[src/rtl/encode_64b_66b_pcs_pkg.sv]
// Shared definitions for the 64b/66b PCS transmit encoder: XGMII control
// characters, 66b block types, sync headers, transmit FSM states and the
// word classifier that turns one XGMII word into a 66b block.
package encode_64b_66b_pcs_pkg;

    // XGMII control characters
    localparam logic [7:0] XG_IDLE  = 8'h07;
    localparam logic [7:0] XG_START = 8'hFB;
    localparam logic [7:0] XG_TERM  = 8'hFD;
    localparam logic [7:0] XG_SEQ   = 8'h9C;
    localparam logic [7:0] XG_ERROR = 8'hFE;

    // 7-bit 66b control codes
    localparam logic [6:0] CC_IDLE  = 7'h00;
    localparam logic [6:0] CC_ERROR = 7'h1E;

    // 66b block type field values
    localparam logic [7:0]  BT_CTRL   = 8'h1E;
    localparam logic [7:0]  BT_START0 = 8'h78;
    localparam logic [7:0]  BT_START4 = 8'h33;
    localparam logic [7:0]  BT_ORDSET = 8'h4B;
    // Terminate block types, byte k holds the type for /T/ in lane k
    localparam logic [63:0] BT_TERM_TABLE = 64'hFFE1_D2CC_B4AA_9987;

    // Sync headers
    localparam logic [1:0] HDR_DATA = 2'b10;
    localparam logic [1:0] HDR_CTRL = 2'b01;

    // Transmit state machine encoding
    localparam logic [2:0] TX_INIT = 3'd0;
    localparam logic [2:0] TX_C    = 3'd1;
    localparam logic [2:0] TX_D    = 3'd2;
    localparam logic [2:0] TX_T    = 3'd3;
    localparam logic [2:0] TX_E    = 3'd4;

    // Error block payload: type 1E followed by eight /E/ control codes
    localparam logic [63:0] ERR_BLOCK = {{8{CC_ERROR}}, BT_CTRL};

    typedef enum logic [2:0] {
        BLK_C = 3'd0,
        BLK_S = 3'd1,
        BLK_D = 3'd2,
        BLK_T = 3'd3,
        BLK_E = 3'd4
    } blk_cls_e;

    typedef struct packed {
        blk_cls_e    cls;
        logic [1:0]  head;
        logic [63:0] data;
    } blk_t;

    // Classify one XGMII word and build its unscrambled 66b block.
    // Anything not matching a legal pattern becomes an error block.
    function automatic blk_t classify(input logic [63:0] txd, input logic [7:0] txc);
        blk_t b;
        logic hit;
        logic err_lane;
        b.cls    = BLK_E;
        b.head   = HDR_CTRL;
        b.data   = ERR_BLOCK;
        hit      = 1'b0;
        err_lane = 1'b0;
        for (int l = 0; l < 8; l++) begin
            err_lane = err_lane | (txc[l] & (txd[8*l +: 8] == XG_ERROR));
        end
        if (err_lane) begin
            b.cls = BLK_E;
        end else if (txc == 8'h00) begin
            b.cls  = BLK_D;
            b.head = HDR_DATA;
            b.data = txd;
        end else if ((txc == 8'h01) && (txd[7:0] == XG_START)) begin
            b.cls  = BLK_S;
            b.data = {txd[63:8], BT_START0};
        end else if ((txc == 8'h01) && (txd[7:0] == XG_SEQ)) begin
            b.cls  = BLK_C;
            b.data = {txd[63:40], 8'h00, txd[31:8], BT_ORDSET};
        end else if ((txc == 8'h1F) && (txd[39:32] == XG_START) &&
                     (txd[31:0] == {4{XG_IDLE}})) begin
            b.cls  = BLK_S;
            b.data = {txd[63:40], 32'h0000_0000, BT_START4};
        end else if ((txc == 8'hFF) && (txd == {8{XG_IDLE}})) begin
            b.cls  = BLK_C;
            b.data = {{8{CC_IDLE}}, BT_CTRL};
        end else begin
            for (int k = 0; k < 8; k++) begin
                hit = (txc == (8'hFF << k)) && (txd[8*k +: 8] == XG_TERM);
                for (int j = 0; j < 8; j++) begin
                    hit = hit && ((j <= k) || (txd[8*j +: 8] == XG_IDLE));
                end
                if (hit) begin
                    b.cls       = BLK_T;
                    b.data      = 64'h0;
                    b.data[7:0] = BT_TERM_TABLE[8*k +: 8];
                    for (int m = 1; m < 8; m++) begin
                        b.data[8*m +: 8] = (m <= k) ? txd[8*(m-1) +: 8] : 8'h00;
                    end
                end
            end
        end
        return b;
    endfunction

endpackage

[src/rtl/encode_64b_66b_pcs_scrambler.sv]
// 64-bit parallel x^58+x^39+1 self-synchronous scrambler with registered
// output. Bit 0 is the first bit on the line. In bypass the payload passes
// through unchanged and the polynomial state is left alone.
module scrambler_58
    import encode_64b_66b_pcs_pkg::*;
#(
    parameter logic [57:0] SEED = 58'h3FF_FFFF_FFFF_FFFF
) (
    input  logic        clk_i,
    input  logic        rst_i,
    input  logic        en_i,
    input  logic        bypass_i,
    input  logic [63:0] data_i,
    output logic [63:0] data_o
);

    logic [57:0] state_r;
    logic [57:0] state_nxt_s;
    logic [63:0] scr_s;

    // Unrolled serial scrambler; returns {next_state, scrambled_word}
    function automatic logic [121:0] scramble64(input logic [57:0] s_in, input logic [63:0] d);
        logic [57:0] s;
        logic [63:0] o;
        s = s_in;
        o = 64'h0;
        for (int i = 0; i < 64; i++) begin
            o[i] = d[i] ^ s[38] ^ s[57];
            s    = {s[56:0], o[i]};
        end
        return {s, o};
    endfunction

    // Combinational scramble of the current word from the held state
    always_comb begin
        {state_nxt_s, scr_s} = scramble64(state_r, data_i);
    end

    // Output word and polynomial state advance only on valid input words
    always_ff @(posedge clk_i or posedge rst_i) begin
        if (rst_i) begin
            state_r <= SEED;
            data_o  <= 64'h0;
        end else if (en_i) begin
            if (bypass_i) begin
                data_o <= data_i;
            end else begin
                data_o  <= scr_s;
                state_r <= state_nxt_s;
            end
        end
    end

endmodule

[src/rtl/encode_64b_66b_pcs.sv]
// 64b/66b PCS transmit encoder. Stage 1 classifies the XGMII word, runs the
// transmit state machine and builds the 66b block; stage 2 scrambles the
// payload. Each stage only advances on a valid word, so a gearbox pause
// freezes data, header and scrambler state while valid keeps shifting.
module encode_64b_66b_pcs
    import encode_64b_66b_pcs_pkg::*;
#(
    parameter bit          SCRAMBLE_EN = 1'b1,
    parameter int          ERR_CNT_W   = 16,
    parameter logic [57:0] SCR_SEED    = 58'h3FF_FFFF_FFFF_FFFF
) (
    input  logic                 clk_i,
    input  logic                 rst_i,
    input  logic [63:0]          xgmii_txd_i,
    input  logic [7:0]           xgmii_txc_i,
    input  logic                 xgmii_txd_vld_i,
    input  logic                 err_clr_i,
    output logic [63:0]          encode_data_o,
    output logic [1:0]           encode_head_o,
    output logic                 encode_data_vld_o,
    output logic                 encode_error_o,
    output logic [ERR_CNT_W-1:0] err_cnt_o
);

    blk_t                 blk_s;
    logic [2:0]           state_r;
    logic [2:0]           state_nxt_s;
    logic [63:0]          enc_data_s;
    logic [1:0]           enc_head_s;
    logic                 enc_err_s;
    logic [63:0]          enc_data_r;
    logic [1:0]           enc_head_r;
    logic                 enc_err_r;
    logic                 vld1_r;
    logic [1:0]           head2_r;
    logic                 vld2_r;
    logic                 err2_r;
    logic [ERR_CNT_W-1:0] err_cnt_r;
    logic                 bypass_s;

    assign bypass_s = ~SCRAMBLE_EN;

    // Classify the incoming XGMII word
    always_comb begin
        blk_s = classify(xgmii_txd_i, xgmii_txc_i);
    end

    // Transmit state machine next-state; unknown states fall to TX_E
    always_comb begin
        state_nxt_s = TX_E;
        case (state_r)
            TX_INIT, TX_C, TX_T: begin
                case (blk_s.cls)
                    BLK_C:   state_nxt_s = TX_C;
                    BLK_S:   state_nxt_s = TX_D;
                    default: state_nxt_s = TX_E;
                endcase
            end
            TX_D: begin
                case (blk_s.cls)
                    BLK_D:   state_nxt_s = TX_D;
                    BLK_T:   state_nxt_s = TX_T;
                    default: state_nxt_s = TX_E;
                endcase
            end
            TX_E: begin
                case (blk_s.cls)
                    BLK_C:   state_nxt_s = TX_C;
                    BLK_D:   state_nxt_s = TX_D;
                    BLK_T:   state_nxt_s = TX_T;
                    default: state_nxt_s = TX_E;
                endcase
            end
            default: state_nxt_s = TX_E;
        endcase
    end

    // Landing in TX_E replaces the word with an error block
    always_comb begin
        if (state_nxt_s == TX_E) begin
            enc_data_s = ERR_BLOCK;
            enc_head_s = HDR_CTRL;
            enc_err_s  = 1'b1;
        end else begin
            enc_data_s = blk_s.data;
            enc_head_s = blk_s.head;
            enc_err_s  = 1'b0;
        end
    end

    // Stage 1: register encoded block and FSM state on valid words
    always_ff @(posedge clk_i or posedge rst_i) begin
        if (rst_i) begin
            vld1_r     <= 1'b0;
            state_r    <= TX_INIT;
            enc_data_r <= 64'h0;
            enc_head_r <= 2'b00;
            enc_err_r  <= 1'b0;
        end else begin
            vld1_r <= xgmii_txd_vld_i;
            if (xgmii_txd_vld_i) begin
                state_r    <= state_nxt_s;
                enc_data_r <= enc_data_s;
                enc_head_r <= enc_head_s;
                enc_err_r  <= enc_err_s;
            end
        end
    end

    // Stage 2 payload: scrambler owns the registered output word
    scrambler_58 #(
        .SEED     (SCR_SEED)
    ) u_scrambler (
        .clk_i    (clk_i),
        .rst_i    (rst_i),
        .en_i     (vld1_r),
        .bypass_i (bypass_s),
        .data_i   (enc_data_r),
        .data_o   (encode_data_o)
    );

    // Stage 2 header, valid and error pulse alongside the scrambled payload
    always_ff @(posedge clk_i or posedge rst_i) begin
        if (rst_i) begin
            vld2_r  <= 1'b0;
            err2_r  <= 1'b0;
            head2_r <= 2'b00;
        end else begin
            vld2_r <= vld1_r;
            err2_r <= vld1_r & enc_err_r;
            if (vld1_r) begin
                head2_r <= enc_head_r;
            end
        end
    end

    // Saturating error-block counter; clear beats a coincident increment
    always_ff @(posedge clk_i or posedge rst_i) begin
        if (rst_i) begin
            err_cnt_r <= {ERR_CNT_W{1'b0}};
        end else if (err_clr_i) begin
            err_cnt_r <= {ERR_CNT_W{1'b0}};
        end else if (vld1_r && enc_err_r && (err_cnt_r != {ERR_CNT_W{1'b1}})) begin
            err_cnt_r <= err_cnt_r + {{(ERR_CNT_W-1){1'b0}}, 1'b1};
        end
    end

    assign encode_head_o     = head2_r;
    assign encode_data_vld_o = vld2_r;
    assign encode_error_o    = err2_r;
    assign err_cnt_o         = err_cnt_r;

endmodule
[config.mk]
export PLATFORM = sky130hd
export DESIGN_NAME = encode_64b_66b_pcs
export DESIGN_NICKNAME = d
export VERILOG_FILES = /design/src/rtl/encode_64b_66b_pcs_pkg.sv /design/src/rtl/encode_64b_66b_pcs_scrambler.sv /design/src/rtl/encode_64b_66b_pcs.sv
export SDC_FILE = /design/constraint.sdc
export NUM_CORES = 1
export LEC_CHECK = 0
export CORE_MARGIN = 1
export CORE_UTILIZATION = 40
export CTS_CLUSTER_DIAMETER = 80
export DETAILED_ROUTE_END_ITERATION = 7
export PLACE_DENSITY_LB_ADDON = 0.15
export SYNTH_ARGS = -nofsm -noshare
export SYNTH_HDL_FRONTEND = slang
export SYNTH_SLANG_ARGS = --single-unit
[constraint.sdc]
create_clock -name clk_i -period 7.8 [get_ports clk_i]
set_input_delay 0.78 -clock clk_i [delete_from_list [all_inputs] [get_ports clk_i]]
set_output_delay 0.78 -clock clk_i [all_outputs]
set_load 0.01 [all_outputs]
-- After elaboration in Yosys (flattened, before gate mapping)
Cells that the tools add are included.
- add/subtract/negate cells: 1
- equal/unequal tests: 47
- multiplexer cells: 38
- bitwise operators: 144
- reductions and logical operators: 48
- operators with widths (cell ; count):
    64-bit 2-to-1 mux ; 13
    8-bit equality test (second input constant) ; 27
    1-bit bitwise XOR ; 128
    66-bit 2-to-1 mux ; 1
    64-bit by 59-bit equality test with 1-bit output (second input constant) ; 1
    62-bit 2-to-1 mux ; 1
    8-bit by 3-bit equality test with 1-bit output (second input constant) ; 7
    1-bit logical AND ; 43
    3-bit 2-to-1 mux ; 14
    32-bit by 27-bit equality test with 1-bit output (second input constant) ; 1
    16-bit 2-to-1 mux ; 2
    3-bit one-hot mux with 3 select lines ; 2
    16-bit by 1-bit adder with 16-bit output (second input constant) ; 1
    16-bit != test (second input constant) ; 1
    3-bit by 2-bit equality test with 1-bit output (second input constant) ; 4
    3-bit one-hot mux with 2 select lines ; 2
    1-bit bitwise AND ; 9
    8-bit by 1-bit equality test with 1-bit output (second input constant) ; 1
    8-bit by 5-bit equality test with 1-bit output (second input constant) ; 1
    8-bit zero test ; 1
    1-bit OR ; 7
    3-bit by 1-bit equality test with 1-bit output (second input constant) ; 2
    3-bit equality test (second input constant) ; 2
    3-bit zero test ; 2
    4 further kinds ; 5
- register bits after elaboration: 213
- word-level logic and storage cells: 289

-- Depth between registers and ports, before layout
Gate-level depths: netlist of run 1.
- depth in word-level cells: 28
- gate-level depth with buffers: 10
- depth with buffers taken out: 8

-- By module
A second synthesis of run 1 with hierarchy kept.
- cell total of the unflattened synthesis: 1301
- area total of the unflattened synthesis: 12167.9 sq um
- by module, submodules not included (module ; instances ; cells an instance ; area an instance (sq um) ; seq. area each (sq um)):
    scrambler_58 ; 1 ; 698 ; 6757.7 ; 3125.5
    encode_64b_66b_pcs ; 1 ; 603 ; 5410.2 ; 2277.2

-- Worst setup path before layout of run 1
No wires, ideal clock.
- kind: input to register
- start: input port xgmii_txd_i[63]
- end: register enc_data_r[11]
- setup time: 0.126 ns
- arrival: 3.037 ns
- path slack: 4.637 ns
- cell stages on the path: 9
- path buffers: 2
- path through: or4b_4 > or3_4 > or3b_4 > buf_6 > o311ai_2 > nand3_1 > a21oi_2 > buf_2 > a21oi_1
- word-level cells in the longest chain between the ends: 21
- elaborated cells on any way between the ends: 53
- ends and longest elaborated chain (element ; line ; text):
    start, declared ; encode_64b_66b_pcs.sv:14 ; input logic [63:0] xgmii_txd_i,
    8-bit by 3-bit equality test with 1-bit output ; - ;
    1-bit logical AND ; encode_64b_66b_pcs_pkg.sv:90 ; hit = hit && ((j <= k) || (txd[8*j +: 8] == XG_IDLE));
    3-bit 2-to-1 mux (8 in series) ; encode_64b_66b_pcs_pkg.sv:92 ; if (hit) begin
    3-bit 2-to-1 mux ; encode_64b_66b_pcs_pkg.sv:83 ; end else if ((txc == 8'hFF) && (txd == {8{XG_IDLE}})) begin
    3-bit 2-to-1 mux ; encode_64b_66b_pcs_pkg.sv:79 ; end else if ((txc == 8'h1F) && (txd[39:32] == XG_START) &&
    3-bit 2-to-1 mux ; encode_64b_66b_pcs_pkg.sv:76 ; end else if ((txc == 8'h01) && (txd[7:0] == XG_SEQ)) begin
    3-bit 2-to-1 mux ; encode_64b_66b_pcs_pkg.sv:73 ; end else if ((txc == 8'h01) && (txd[7:0] == XG_START)) begin
    3-bit 2-to-1 mux ; encode_64b_66b_pcs_pkg.sv:69 ; end else if (txc == 8'h00) begin
    3-bit 2-to-1 mux ; encode_64b_66b_pcs_pkg.sv:67 ; if (err_lane) begin
    3-bit by 2-bit equality test with 1-bit output (tied with other cells) ; encode_64b_66b_pcs.sv:60, encode_64b_66b_pcs.sv:67 ;
    3-bit one-hot mux with 3 select lines (tied with other cells) ; encode_64b_66b_pcs.sv:67 ; case (blk_s.cls)
    3-bit one-hot mux with 3 select lines ; encode_64b_66b_pcs.sv:51 ; case (state_r)
    3-bit equality test ; encode_64b_66b_pcs.sv:80 ; if (state_nxt_s == TX_E) begin
    64-bit 2-to-1 mux * ; encode_64b_66b_pcs.sv:80 ;
    end signal, assigned ; encode_64b_66b_pcs.sv:103 ; enc_data_r <= enc_data_s;
    end, declared ; encode_64b_66b_pcs.sv:31 ; logic [63:0] enc_data_r;
Every way passes the cells marked *; elsewhere a longest branch is shown, timed or not.
A chain may end at the register's enable or synchronous reset.

-- Final worst setup path of run 1
- start: input port xgmii_txc_i[0]
- end: register enc_data_r[16]
- word-level cells in the longest chain between the ends: 28
- elaborated cells on any way between the ends: 98
- ends and longest elaborated chain (element ; line ; text):
    start, declared ; encode_64b_66b_pcs.sv:15 ; input logic [7:0] xgmii_txc_i,
    8-bit equality test ; encode_64b_66b_pcs_pkg.sv:83, encode_64b_66b_pcs_pkg.sv:88 ;
    1-bit logical AND ; encode_64b_66b_pcs_pkg.sv:88 ; hit = (txc == (8'hFF << k)) && (txd[8*k +: 8] == XG_TERM);
    1-bit logical AND (7 in series) ; encode_64b_66b_pcs_pkg.sv:90 ;
    3-bit 2-to-1 mux (8 in series) ; encode_64b_66b_pcs_pkg.sv:92 ;
    3-bit 2-to-1 mux ; encode_64b_66b_pcs_pkg.sv:83 ;
    3-bit 2-to-1 mux ; encode_64b_66b_pcs_pkg.sv:79 ;
    3-bit 2-to-1 mux ; encode_64b_66b_pcs_pkg.sv:76 ;
    3-bit 2-to-1 mux ; encode_64b_66b_pcs_pkg.sv:73 ;
    3-bit 2-to-1 mux ; encode_64b_66b_pcs_pkg.sv:69 ;
    3-bit 2-to-1 mux ; encode_64b_66b_pcs_pkg.sv:67 ;
    3-bit by 2-bit equality test with 1-bit output (tied with other cells) ; encode_64b_66b_pcs.sv:60, encode_64b_66b_pcs.sv:67 ;
    3-bit one-hot mux with 3 select lines (tied with other cells) ; encode_64b_66b_pcs.sv:67 ;
    3-bit one-hot mux with 3 select lines ; encode_64b_66b_pcs.sv:51 ;
    3-bit equality test ; encode_64b_66b_pcs.sv:80 ;
    64-bit 2-to-1 mux * ; encode_64b_66b_pcs.sv:80 ;
Marks and branches as above.

==> flow_summary.ini, run 1 <==
[run_status]
result_of_the_run = completed

[placed_design]
dp_cell_count = 1700
dp.final_hpwl_mm = 28.81
gp_congestion = 0.9503
port_bufs = 159

[floorplanning]
design.die.area_mm2 = 0.02888
rows = 61
initial_utilization_pct = 40.61
die-width_um = 169.9
die_height_um = 169.9
ioPinCount = 160
core_area_mm2 = 0.02778

[pwr]
cellInternalPower_mw = 3.123
power_frac_clock_pct = 24.6
power_frac_comb_pct = 37.0
p_seq_share_pct = 38.4
power_leakage_nw = 5.728
totalPowerFinal_mw = 4.754
vdd_drop_max_v = 0.0001661
power_switching_share_pct = 34.30
power_density_mw_per_mm2 = 338.9
netSwitchingPower_mw = 1.631

[logic_synthesis]
synth-async-reset-ratio_pct = 100.0
yosysWarnings = 0
netlist_area_mm2 = 0.01128
post_synth_inst_count = 1204
synth-edff-count = 0
syn_nets = 1281
sequential_share_of_the_synthesized_area_pct = 47.89
unique_masters_post_synth = 77
postSynth.topFlopCell = sky130_fd_sc_hd__dfrtp_1
synth_register_bits = 213
syn_avg_cell_area_um2 = 9.369

[worst_setup_path]
critical_path.slowest_cell = sky130_fd_sc_hd__or3_1
number_of_cells_on_the_worst_reg_to_reg_path = 3
worstSetupEndpointType = flop
critical_path.max_fanout = 30
timing.reg2reg.setup_slack_ns = 5.47
timing.rr.start = vld1_r
path_buf_inv = 1
setup.worst_path.class = in2reg
critical_path_s_top_delay_family = simple AND/OR/NAND/NOR gates
timing.critical_path.cells = clkdlybuf4s50_1 -> or4b_2 -> nor4_1 -> or2_1 -> or3_1 -> nor3_2 -> a22oi_1 -> a21oi_1
critPathMaxStageDelay_ns = 0.90
required_ns = 8.18
cp_data_arrival_time_ns = 4.81
timing.critical_path.from_type = input port
r2r_end = u_scrambler.state_r[46]

[clock_tree]
cts_repair_resize_count = 0
clock_tree_from_tritoncts = built
holdBufCountCts = 0
path_clk_slew_ns = 0.06
cts_root_buf = sky130_fd_sc_hd__clkbuf_16
max-clock-path-buffers = 3
insertion_delay_ns = 0.51
post_cts.repair.setup_buffers = 0
cts_num_sinks = 213
numCtsBuffers = 24
cts-htree-levels = 1

[min_path]
worst_hold_path.num_cells = 2
worst_hold_path_ep = u_scrambler.state_r[49]
worstHoldStart = u_scrambler.state_r[49]
worst_hold_path_type = reg2reg

[global_route]
first_global_vias = 9220
grt_overflow_total = 0
grt_first_pass_wirelength_mm = 56.99
largest_net_degree_at_the_start_of_global_routing = 132
grt_util_all_layers_pct = 26.16
number_of_antenna_violations_at_the_first_check_in_global_routing = 0

[job]
number_of_max_capacitance_violations_reported = 0

[layout]
final_nets = 1425
drive_above_1_share_pct = 11.27
areaGrowthSynthToFinish_pct = 24.37
antenna_cell_count = 0
layout.core_utilization_pct = 50.50
finalNonFillerCells = 1744

[sta]
finalSetupViolations = 0
worst_pin_slew_ns = 1.121
period_minus_slack_ns = 4.429
timing.final.hold_violations = 0
final_min_period_over_clock_period_pct = 56.78
timing.max_slew.rel_slack_pct = 25.23
setup_total_negative_slack_ns = 0
fmax_mhz = 225.8
setup_repair_after_global_routing_missed_its_margin = no
maxSlewViolCount = 0
fin_worst_skew_ns = 0.01237

[route]
route.antenna.remaining_nets = 0
detail_route.wirelength_mm = 37.56
detail_route.iter0.violations = 929
viasPerCell = 5.462
number_of_detailed_route_iterations_in_the_first_pass = 7
drt_drc = 0
vias = 9525
wire_per_inst_um = 21.54
-- per-layer routing --
| layer | track usage, % | part of all wire [%] | wire length [um] |
|---|---|---|---|
| met3 | 2.465 | 4.9 | 1859 |
| met5 | 0 | 0 | 0 |
| met1 | 37.92 | 47 | 17730 |
| met2 | 41.27 | 45 | 16890 |
| met4 | 7.834 | 2.9 | 1082 |
-- cells in the final DEF (no fill, tap or decap), types with 8 or more instances in the layout --
| cell | Yosys | routed |
|---|---|---|
| sky130_fd_sc_hd__a211oi_1 | 13 | 13 |
| sky130_fd_sc_hd__a21o_1 | 12 | 12 |
| sky130_fd_sc_hd__a21oi_1 | 43 | 43 |
| sky130_fd_sc_hd__a22o_1 | 21 | 21 |
| sky130_fd_sc_hd__a22oi_1 | 31 | 31 |
| sky130_fd_sc_hd__a31o_2 | 13 | 13 |
| sky130_fd_sc_hd__a31oi_1 | 12 | 12 |
| sky130_fd_sc_hd__and2_1 | 8 | 8 |
| sky130_fd_sc_hd__buf_4 | 2 | 10 |
| sky130_fd_sc_hd__clkbuf_16 | 0 | 25 |
| sky130_fd_sc_hd__clkdlybuf4s50_1 | 0 | 158 |
| sky130_fd_sc_hd__dfrtp_1 | 155 | 154 |
| sky130_fd_sc_hd__dfstp_2 | 58 | 58 |
| sky130_fd_sc_hd__inv_1 | 129 | 128 |
| sky130_fd_sc_hd__mux2_2 | 8 | 8 |
| sky130_fd_sc_hd__nand2_1 | 87 | 87 |
| sky130_fd_sc_hd__nand3_1 | 36 | 36 |
| sky130_fd_sc_hd__nand4_1 | 21 | 21 |
| sky130_fd_sc_hd__nor2_1 | 80 | 80 |
| sky130_fd_sc_hd__nor2b_1 | 14 | 14 |
| sky130_fd_sc_hd__nor3_1 | 18 | 18 |
| sky130_fd_sc_hd__nor4_1 | 15 | 15 |
| sky130_fd_sc_hd__o21ai_0 | 128 | 128 |
| sky130_fd_sc_hd__or2_2 | 8 | 8 |
| sky130_fd_sc_hd__or3_1 | 10 | 10 |
| sky130_fd_sc_hd__xnor2_1 | 121 | 121 |
| sky130_fd_sc_hd__xor2_1 | 22 | 22 |
-- tightest hold or removal path, stage by stage, from the launching register on --
cell and delay [ns]:
sky130_fd_sc_hd__dfstp_2 0.37, sky130_fd_sc_hd__inv_1 0.04, sky130_fd_sc_hd__o21ai_0 0.06
-- sequential cells by signal (all words and copies together) (netlist names), 2 cells and up --
name                 count
enc_data_r              64
enc_head_r               2
encode_head_o            2
err_cnt_o               16
state_r                  3
u_scrambler.data_o      64
u_scrambler.state_r     58
-- stage by stage --
step	instance area, um^2	hold slack, ns	setup slack [ns]
global placement	13200	0.4635	2.956
detailed placement	13200	0.4686	2.947
global route	14030	0.4971	3.178
CTS	14030	0.4800	3.473
floorplan	11280	0.3904	1.293
finish	14030	0.4792	3.371
-- power groups by stage --
stage	logic (mW)	registers (mW)	clock network, mW
floorplan	0.967	1.84	0
global placement	1.75	1.84	0
detailed placement	1.77	1.84	0
CTS	1.78	1.83	1.19
global route	1.94	1.87	1.23
finish	1.76	1.82	1.17
-- worst max-delay path by stage --
stage	startpoint	endpoint	slack, ns	depth (start not counted)
4_1_cts	xgmii_txc_i[1]	enc_data_r[19]	3.47	8
6_report	xgmii_txc_i[0]	enc_data_r[16]	3.37	8
3_5_place_dp	xgmii_txc_i[1]	enc_data_r[19]	2.95	8
3_3_place_gp	xgmii_txc_i[0]	enc_data_r[16]	2.96	8
2_1_floorplan	rst_i	enc_data_r[0]	1.29	1
5_1_grt	xgmii_txc_i[1]	enc_data_r[19]	3.18	8
-- synthesized netlist by cell type, types with 10 or more instances --
library cell,number,area [um^2]
sky130_fd_sc_hd__a22oi_1,31,232.7
sky130_fd_sc_hd__nand3_1,36,180.2
sky130_fd_sc_hd__nor3_1,18,90.09
sky130_fd_sc_hd__a22o_1,21,183.9
sky130_fd_sc_hd__nor2b_1,14,87.58
sky130_fd_sc_hd__nand4_1,21,131.4
sky130_fd_sc_hd__dfrtp_1,155,3879
sky130_fd_sc_hd__a211oi_1,13,97.59
sky130_fd_sc_hd__inv_1,129,484.2
sky130_fd_sc_hd__a31oi_1,12,75.07
sky130_fd_sc_hd__nor2_1,80,300.3
sky130_fd_sc_hd__a31o_2,13,113.9
sky130_fd_sc_hd__or3_1,10,62.56
sky130_fd_sc_hd__clkbuf_1,32,120.1
sky130_fd_sc_hd__nand2_1,87,326.6
sky130_fd_sc_hd__dfstp_2,58,1524
sky130_fd_sc_hd__xnor2_1,121,1060
sky130_fd_sc_hd__nor4_1,15,93.84
sky130_fd_sc_hd__xor2_1,22,192.7
sky130_fd_sc_hd__a21oi_1,43,215.2
sky130_fd_sc_hd__a21o_1,12,90.09
sky130_fd_sc_hd__o21ai_0,128,640.6
-- kinds of logic after synthesis --
logic type,share of synthesized area (%)
mux,0.8873
flops,47.89
compound gates,17.49
fa+ha+maj,0.1109
simple gates,16.23
buf+inv,6.289
xor+xnor,11.10
-- final cells by class --
type	instances	area, um^2
Tap cell	378	473.0
Fill cell	2657	13750
Clock inverter	5	78.83
Multi-Input combinational cell	811	5170
Inverter	129	491.7
Sequential cell	213	5406
Clock buffer	39	748.2
Timing Repair Buffer	169	1662
Note: power is estimated with default switching activity, not from simulation.
==> run 2: changes to the inputs <==
==> constraint.sdc (replaced) <==
create_clock -name clk_i -period 4.5 [get_ports clk_i]
set_input_delay 0.45 -clock clk_i [delete_from_list [all_inputs] [get_ports clk_i]]
set_output_delay 0.45 -clock clk_i [all_outputs]
set_load 0.01 [all_outputs]
==> flow_summary.ini, run 2 (synthesis gave the netlist of run 1 again) <==
[global_route]
grt_first_pass_wirelength_mm = 56.84
grt_overflow_total = 0
first_global_vias = 9114
number_of_antenna_violations_at_the_first_check_in_global_routing = 0
grt_util_all_layers_pct = 26.28
largest_net_degree_at_the_start_of_global_routing = 127

[job]
number_of_max_capacitance_violations_reported = 0

[floorplanning]
rows = 61
core_area_mm2 = 0.02778
ioPinCount = 160
design.die.area_mm2 = 0.02888
die-width_um = 169.9
initial_utilization_pct = 40.61
die_height_um = 169.9

[placed_design]
port_bufs = 159
dp.final_hpwl_mm = 29.24
gp_congestion = 0.9568
dp_slack_ns = 0.6187

[clock_tree]
max-clock-path-buffers = 3
insertion_delay_ns = 0.52
holdBufCountCts = 0
clock_tree_from_tritoncts = built
cts_num_sinks = 213
cts_repair_resize_count = 0
path_clk_slew_ns = 0.06
post_cts.repair.setup_buffers = 0
numCtsBuffers = 25
cts-htree-levels = 1
cts_root_buf = sky130_fd_sc_hd__clkbuf_16

[run_status]
result_of_the_run = completed

[layout]
top_regs = enc_data_r: 64 flops, u_scrambler.data_o: 64 flops, u_scrambler.state_r: 58 flops
antenna_cell_count = 0
drive_above_1_share_pct = 12.38
commonest_non_fill_non_tap_cells_in_the_layout = 158 x sky130_fd_sc_hd__clkdlybuf4s50_1, 154 x sky130_fd_sc_hd__dfrtp_1, 128 x sky130_fd_sc_hd__o21ai_0, 128 x sky130_fd_sc_hd__inv_1, 121 x sky130_fd_sc_hd__xnor2_1
final_nets = 1439
layout.core_utilization_pct = 50.95
commonest_non_fill_non_tap_cell_in_the_layout = sky130_fd_sc_hd__clkdlybuf4s50_1
areaGrowthSynthToFinish_pct = 25.49

[worst_setup_path]
worstSetupEndpointType = flop
required_ns = 4.96
critical_path.slowest_cell = sky130_fd_sc_hd__or4_1
timing.critical_path.from_type = input port
r2r_end = err_cnt_o[12]
timing.reg2reg.setup_slack_ns = 1.88
critical_path.endpoint = enc_data_r[50]
timing.critical_path.cells = clkdlybuf4s50_1 -> or4_1 -> nor4_1 -> or2_1 -> or3_1 -> buf_12 -> a22oi_1 -> a211oi_1 -> a21o_1
setup.worst_path.class = in2reg
number_of_cells_on_the_worst_reg_to_reg_path = 6
critical_path.max_fanout = 22
critPathMaxStageDelay_ns = 0.74
cp-startpoint = xgmii_txc_i[1]
timing.rr.start = vld1_r
cp_data_arrival_time_ns = 3.82

[route]
detail_route.iter0.violations = 884
viasPerCell = 5.459
detail_route.wirelength_mm = 37.48
vias = 9602
wire_per_inst_um = 21.31
drt_drc = 0
route.antenna.remaining_nets = 0
number_of_detailed_route_iterations_in_the_first_pass = 5

[pwr]
vdd_drop_max_v = 0.0003463
power_frac_clock_pct = 24.3
power_switching_share_pct = 34.43
power_leakage_nw = 5.807
power_density_mw_per_mm2 = 577.2
p_seq_share_pct = 38.6
netSwitchingPower_mw = 2.813
cellInternalPower_mw = 5.358
power_frac_comb_pct = 37.0

[sta]
setup_total_negative_slack_ns = 0
maxSlewViolCount = 0
setup_repair_after_global_routing_missed_its_margin = no
fin_worst_skew_ns = 0.02760
finalSetupViolations = 0
timing.max_slew.rel_slack_pct = 30.87
timing.final.hold_violations = 0
period_minus_slack_ns = 3.362
final_min_period_over_clock_period_pct = 74.71
layout_setup_ws_ns = 1.138
fmax_mhz = 297.4
worst_pin_slew_ns = 1.034

[min_path]
worst_hold_path_type = in2async
run 2: cell types whose count changed in the layout (fill, tap and decap cells not counted), sizes merged:
cell      delta
clkbuf       -3
clkinv       +3
buf         +13
inv          +2
clkinvlp     +1
bufinv       -1
run 2: area by class of cell:
| class | count | area, um^2 |
|---|---|---|
| Sequential cell | 213 | 5406 |
| Multi-Input combinational cell | 811 | 5170 |
| Inverter | 129 | 488.0 |
| Tap cell | 378 | 473.0 |
| Timing Repair Buffer | 182 | 1797 |
| Clock buffer | 36 | 726.9 |
| Clock inverter | 10 | 95.09 |
| Fill cell | 2647 | 13630 |
run 2: worst min-delay path by stage:
stage                       startpoint                      end  slack (ns)  cells past startpoint
2_1_floorplan                   vld1_r        encode_data_vld_o        0.39                      0
3_3_place_gp   u_scrambler.state_r[54]  u_scrambler.state_r[54]        0.46                      2
3_5_place_dp   u_scrambler.state_r[46]  u_scrambler.state_r[46]        0.47                      2
4_1_cts                          rst_i           enc_data_r[39]        0.41                      3
5_1_grt                          rst_i           enc_data_r[39]        0.43                      3
6_report                         rst_i            enc_head_r[0]        0.41                      3
run 2: routing by layer:
layer | global-route usage (%) | wire [um] | share of wire, %
met1 | 38.04 | 17210 | 46
met2 | 42.12 | 17150 | 46
met3 | 3.047 | 2351 | 6.3
met4 | 5.719 | 761 | 2.0
met5 | 0 | 0 | 0
run 2: metrics by stage:
step	power [mW]	std cells	instance area (um^2)	hold WS, ns
finish	8.171	1759	14160	0.4078
global route	8.692	1759	14160	0.4318
CTS	8.263	1759	14160	0.4067
detailed placement	6.244	1713	13330	0.4695
global placement	6.192	1713	13330	0.4626
floorplan	4.866	1204	11280	0.3904
run 2: critical path, delay by kind of cell:
kind / cells / cell delay [ns]
AOI/OAI and AO/OA: 3 / 0.54
buffers and inverters: 2 / 0.80
and+or+nand+nor: 4 / 2.03
run 2: power groups by stage:
stage,logic [mW],registers (mW),clock network (mW)
after floorplan,1.68,3.19,0
after global routing,3.35,3.23,2.11
after detailed placement,3.05,3.19,0
final,3.03,3.16,1.99
after CTS,3.07,3.16,2.03
after global placement,3.02,3.17,0
==> run 3: changes to the inputs <==
==> constraint.sdc (replaced) <==
create_clock -name clk_i -period 3.1 [get_ports clk_i]
set_input_delay 0.31 -clock clk_i [delete_from_list [all_inputs] [get_ports clk_i]]
set_output_delay 0.31 -clock clk_i [all_outputs]
set_load 0.01 [all_outputs]
==> flow_summary.ini, run 3 (synthesis gave the netlist of run 1 again) <==
[run_status]
result_of_the_run = completed

[sta]
period_minus_slack_ns = 2.934
setup_repair_after_global_routing_missed_its_margin = no
maxSlewViolCount = 0
timing.max_slew.rel_slack_pct = 42.79
fmax_mhz = 340.8
finalSetupViolations = 0
setup_total_negative_slack_ns = 0
worst_pin_slew_ns = 0.8530
fin_worst_skew_ns = 0.03545
layout_setup_ws_ns = 0.1661
final_min_period_over_clock_period_pct = 94.64
timing.final.hold_violations = 0

[placed_design]
dp_cell_count = 1858
port_bufs = 159
place_area_mm2 = 0.01451
gp_congestion = 0.9295
dp_slack_ns = -0.3539
dp.final_hpwl_mm = 31.29

[route]
route.antenna.remaining_nets = 0
viasPerCell = 5.229
drt_drc = 0
detail_route.iter0.violations = 704
dr.max_layer_used = met4
dr_wl_met3_mm = 1.956
number_of_detailed_route_iterations_in_the_first_pass = 5
routed-wl-met2_mm = 18.21
vias = 9924
wire_per_inst_um = 20.61
met1_length_mm = 17.57
detail_route.wirelength_mm = 39.12

[worst_setup_path]
required_ns = 3.47
critical_path.max_fanout = 20
cp_data_arrival_time_ns = 3.31
critical_path_s_top_delay_family = simple AND/OR/NAND/NOR gates
r2r_end = err_cnt_o[13]
worstSetupEndpointType = flop
number_of_cells_on_the_worst_reg_to_reg_path = 7
timing.critical_path.from_type = input port
path_buf_inv = 2
critPathMaxStageDelay_ns = 0.54
timing.reg2reg.setup_slack_ns = 0.86
timing.rr.start = err_cnt_o[7]
timing.critical_path.cells = clkdlybuf4s50_1 -> or4b_4 -> or3_4 -> or3b_4 -> nor3_1 -> o311ai_1 -> a21oi_1 -> buf_12 -> a31oi_1
critical_path.slowest_cell = sky130_fd_sc_hd__or4b_4
setup.worst_path.class = in2reg

[floorplanning]
rows = 61
core_area_mm2 = 0.02778
initial_utilization_pct = 40.61
die-width_um = 169.9
ioPinCount = 160
design.die.area_mm2 = 0.02888
die_height_um = 169.9

[layout]
areaGrowthSynthToFinish_pct = 35.64
drive_above_1_share_pct = 20.53
commonest_non_fill_non_tap_cells_in_the_layout = 158 x sky130_fd_sc_hd__clkdlybuf4s50_1, 158 x sky130_fd_sc_hd__buf_4, 154 x sky130_fd_sc_hd__dfrtp_1, 128 x sky130_fd_sc_hd__o21ai_0, 128 x sky130_fd_sc_hd__inv_1
final_nets = 1581
layout.filler_cells = 2582
final-seq-area_mm2 = 0.005406
finalInstanceArea_mm2 = 0.01530
top_regs = enc_data_r: 64 flops, u_scrambler.data_o: 64 flops, u_scrambler.state_r: 58 flops
multiInputGateArea_mm2 = 0.005170
antenna_cell_count = 0
finalNonFillerCells = 1898

[pwr]
power_density_mw_per_mm2 = 781.9
power_leakage_nw = 6.508
totalPowerFinal_mw = 11.96
vdd_drop_max_v = 0.0003788

[global_route]
first_global_vias = 9820
number_of_antenna_violations_at_the_first_check_in_global_routing = 0
grt_util_all_layers_pct = 27.54
grt_first_pass_wirelength_mm = 59.37
grt_overflow_total = 0
largest_net_degree_at_the_start_of_global_routing = 184

[min_path]
worst_hold_path.num_cells = 1
worstHoldStart = xgmii_txd_vld_i
worst_hold_path_ep = vld1_r
worst_hold_path_type = in2reg

[clock_tree]
post_cts.repair.setup_buffers = 0
max-clock-path-buffers = 3
insertion_delay_ns = 0.52
cts_repair_resize_count = 0
clock_tree_from_tritoncts = built
path_clk_slew_ns = 0.06
holdBufCountCts = 0
cts_root_buf = sky130_fd_sc_hd__clkbuf_16
cts-htree-levels = 1
cts_num_sinks = 213
numCtsBuffers = 22

[job]
number_of_max_capacitance_violations_reported = 0
-- run 3: cell types whose count changed in the layout (fill, tap and decap cells not counted), moves of 2 or more --
cell                        before  now
sky130_fd_sc_hd__clkbuf_1        5    3
sky130_fd_sc_hd__clkbuf_16      25   22
sky130_fd_sc_hd__inv_8           2    0
sky130_fd_sc_hd__buf_4          20  158
sky130_fd_sc_hd__bufinv_16       1    4
sky130_fd_sc_hd__buf_12          3   10
sky130_fd_sc_hd__clkbuf_8        6    4
-- run 3: area by class of cell --
class / count / share of cell area (%)
Sequential cell: 213 / 35.33
Clock inverter: 11 / 1.137
Inverter: 129 / 3.189
Multi-Input combinational cell: 811 / 33.79
Tap cell: 378 / 3.091
Timing Repair Buffer: 327 / 19.43
Clock buffer: 29 / 4.031
-- run 3: per-layer routing --
layer  global-route usage, %  up-vias
met5                       0        -
met1                   37.69     4740
li1                        -     4777
met4                   9.910        0
met3                   3.000       71
met2                   45.06      336
-- run 3: worst max path at each step --
stage	start	cells past startpoint	slack, ns	endpoint
floorplan	rst_i	1	0.07	enc_data_r[0]
global placement	xgmii_txc_i[4]	10	-0.30	enc_data_r[11]
detailed placement	xgmii_txc_i[4]	10	-0.35	enc_data_r[11]
CTS	xgmii_txc_i[4]	10	0.18	enc_data_r[11]
global route	xgmii_txd_i[62]	9	0.07	enc_data_r[10]
finish	xgmii_txd_i[63]	9	0.17	enc_data_r[10]
-- run 3: stage by stage --
stage | utilization, % | hold slack (ns)
CTS | 55.08 | 0.06411
global route | 55.08 | 0.06565
finish | 55.08 | 0.07434
global placement | 52.23 | 0.4629
detailed placement | 52.23 | 0.4686
floorplan | - | 0.3414
-- run 3: power breakdown --
part / internal (mW) / switching (mW) / total (mW)
sequential: 3.90 / 0.666 / 4.57
clock: 1.75 / 1.12 / 2.87
combinational: 2.22 / 2.31 / 4.53
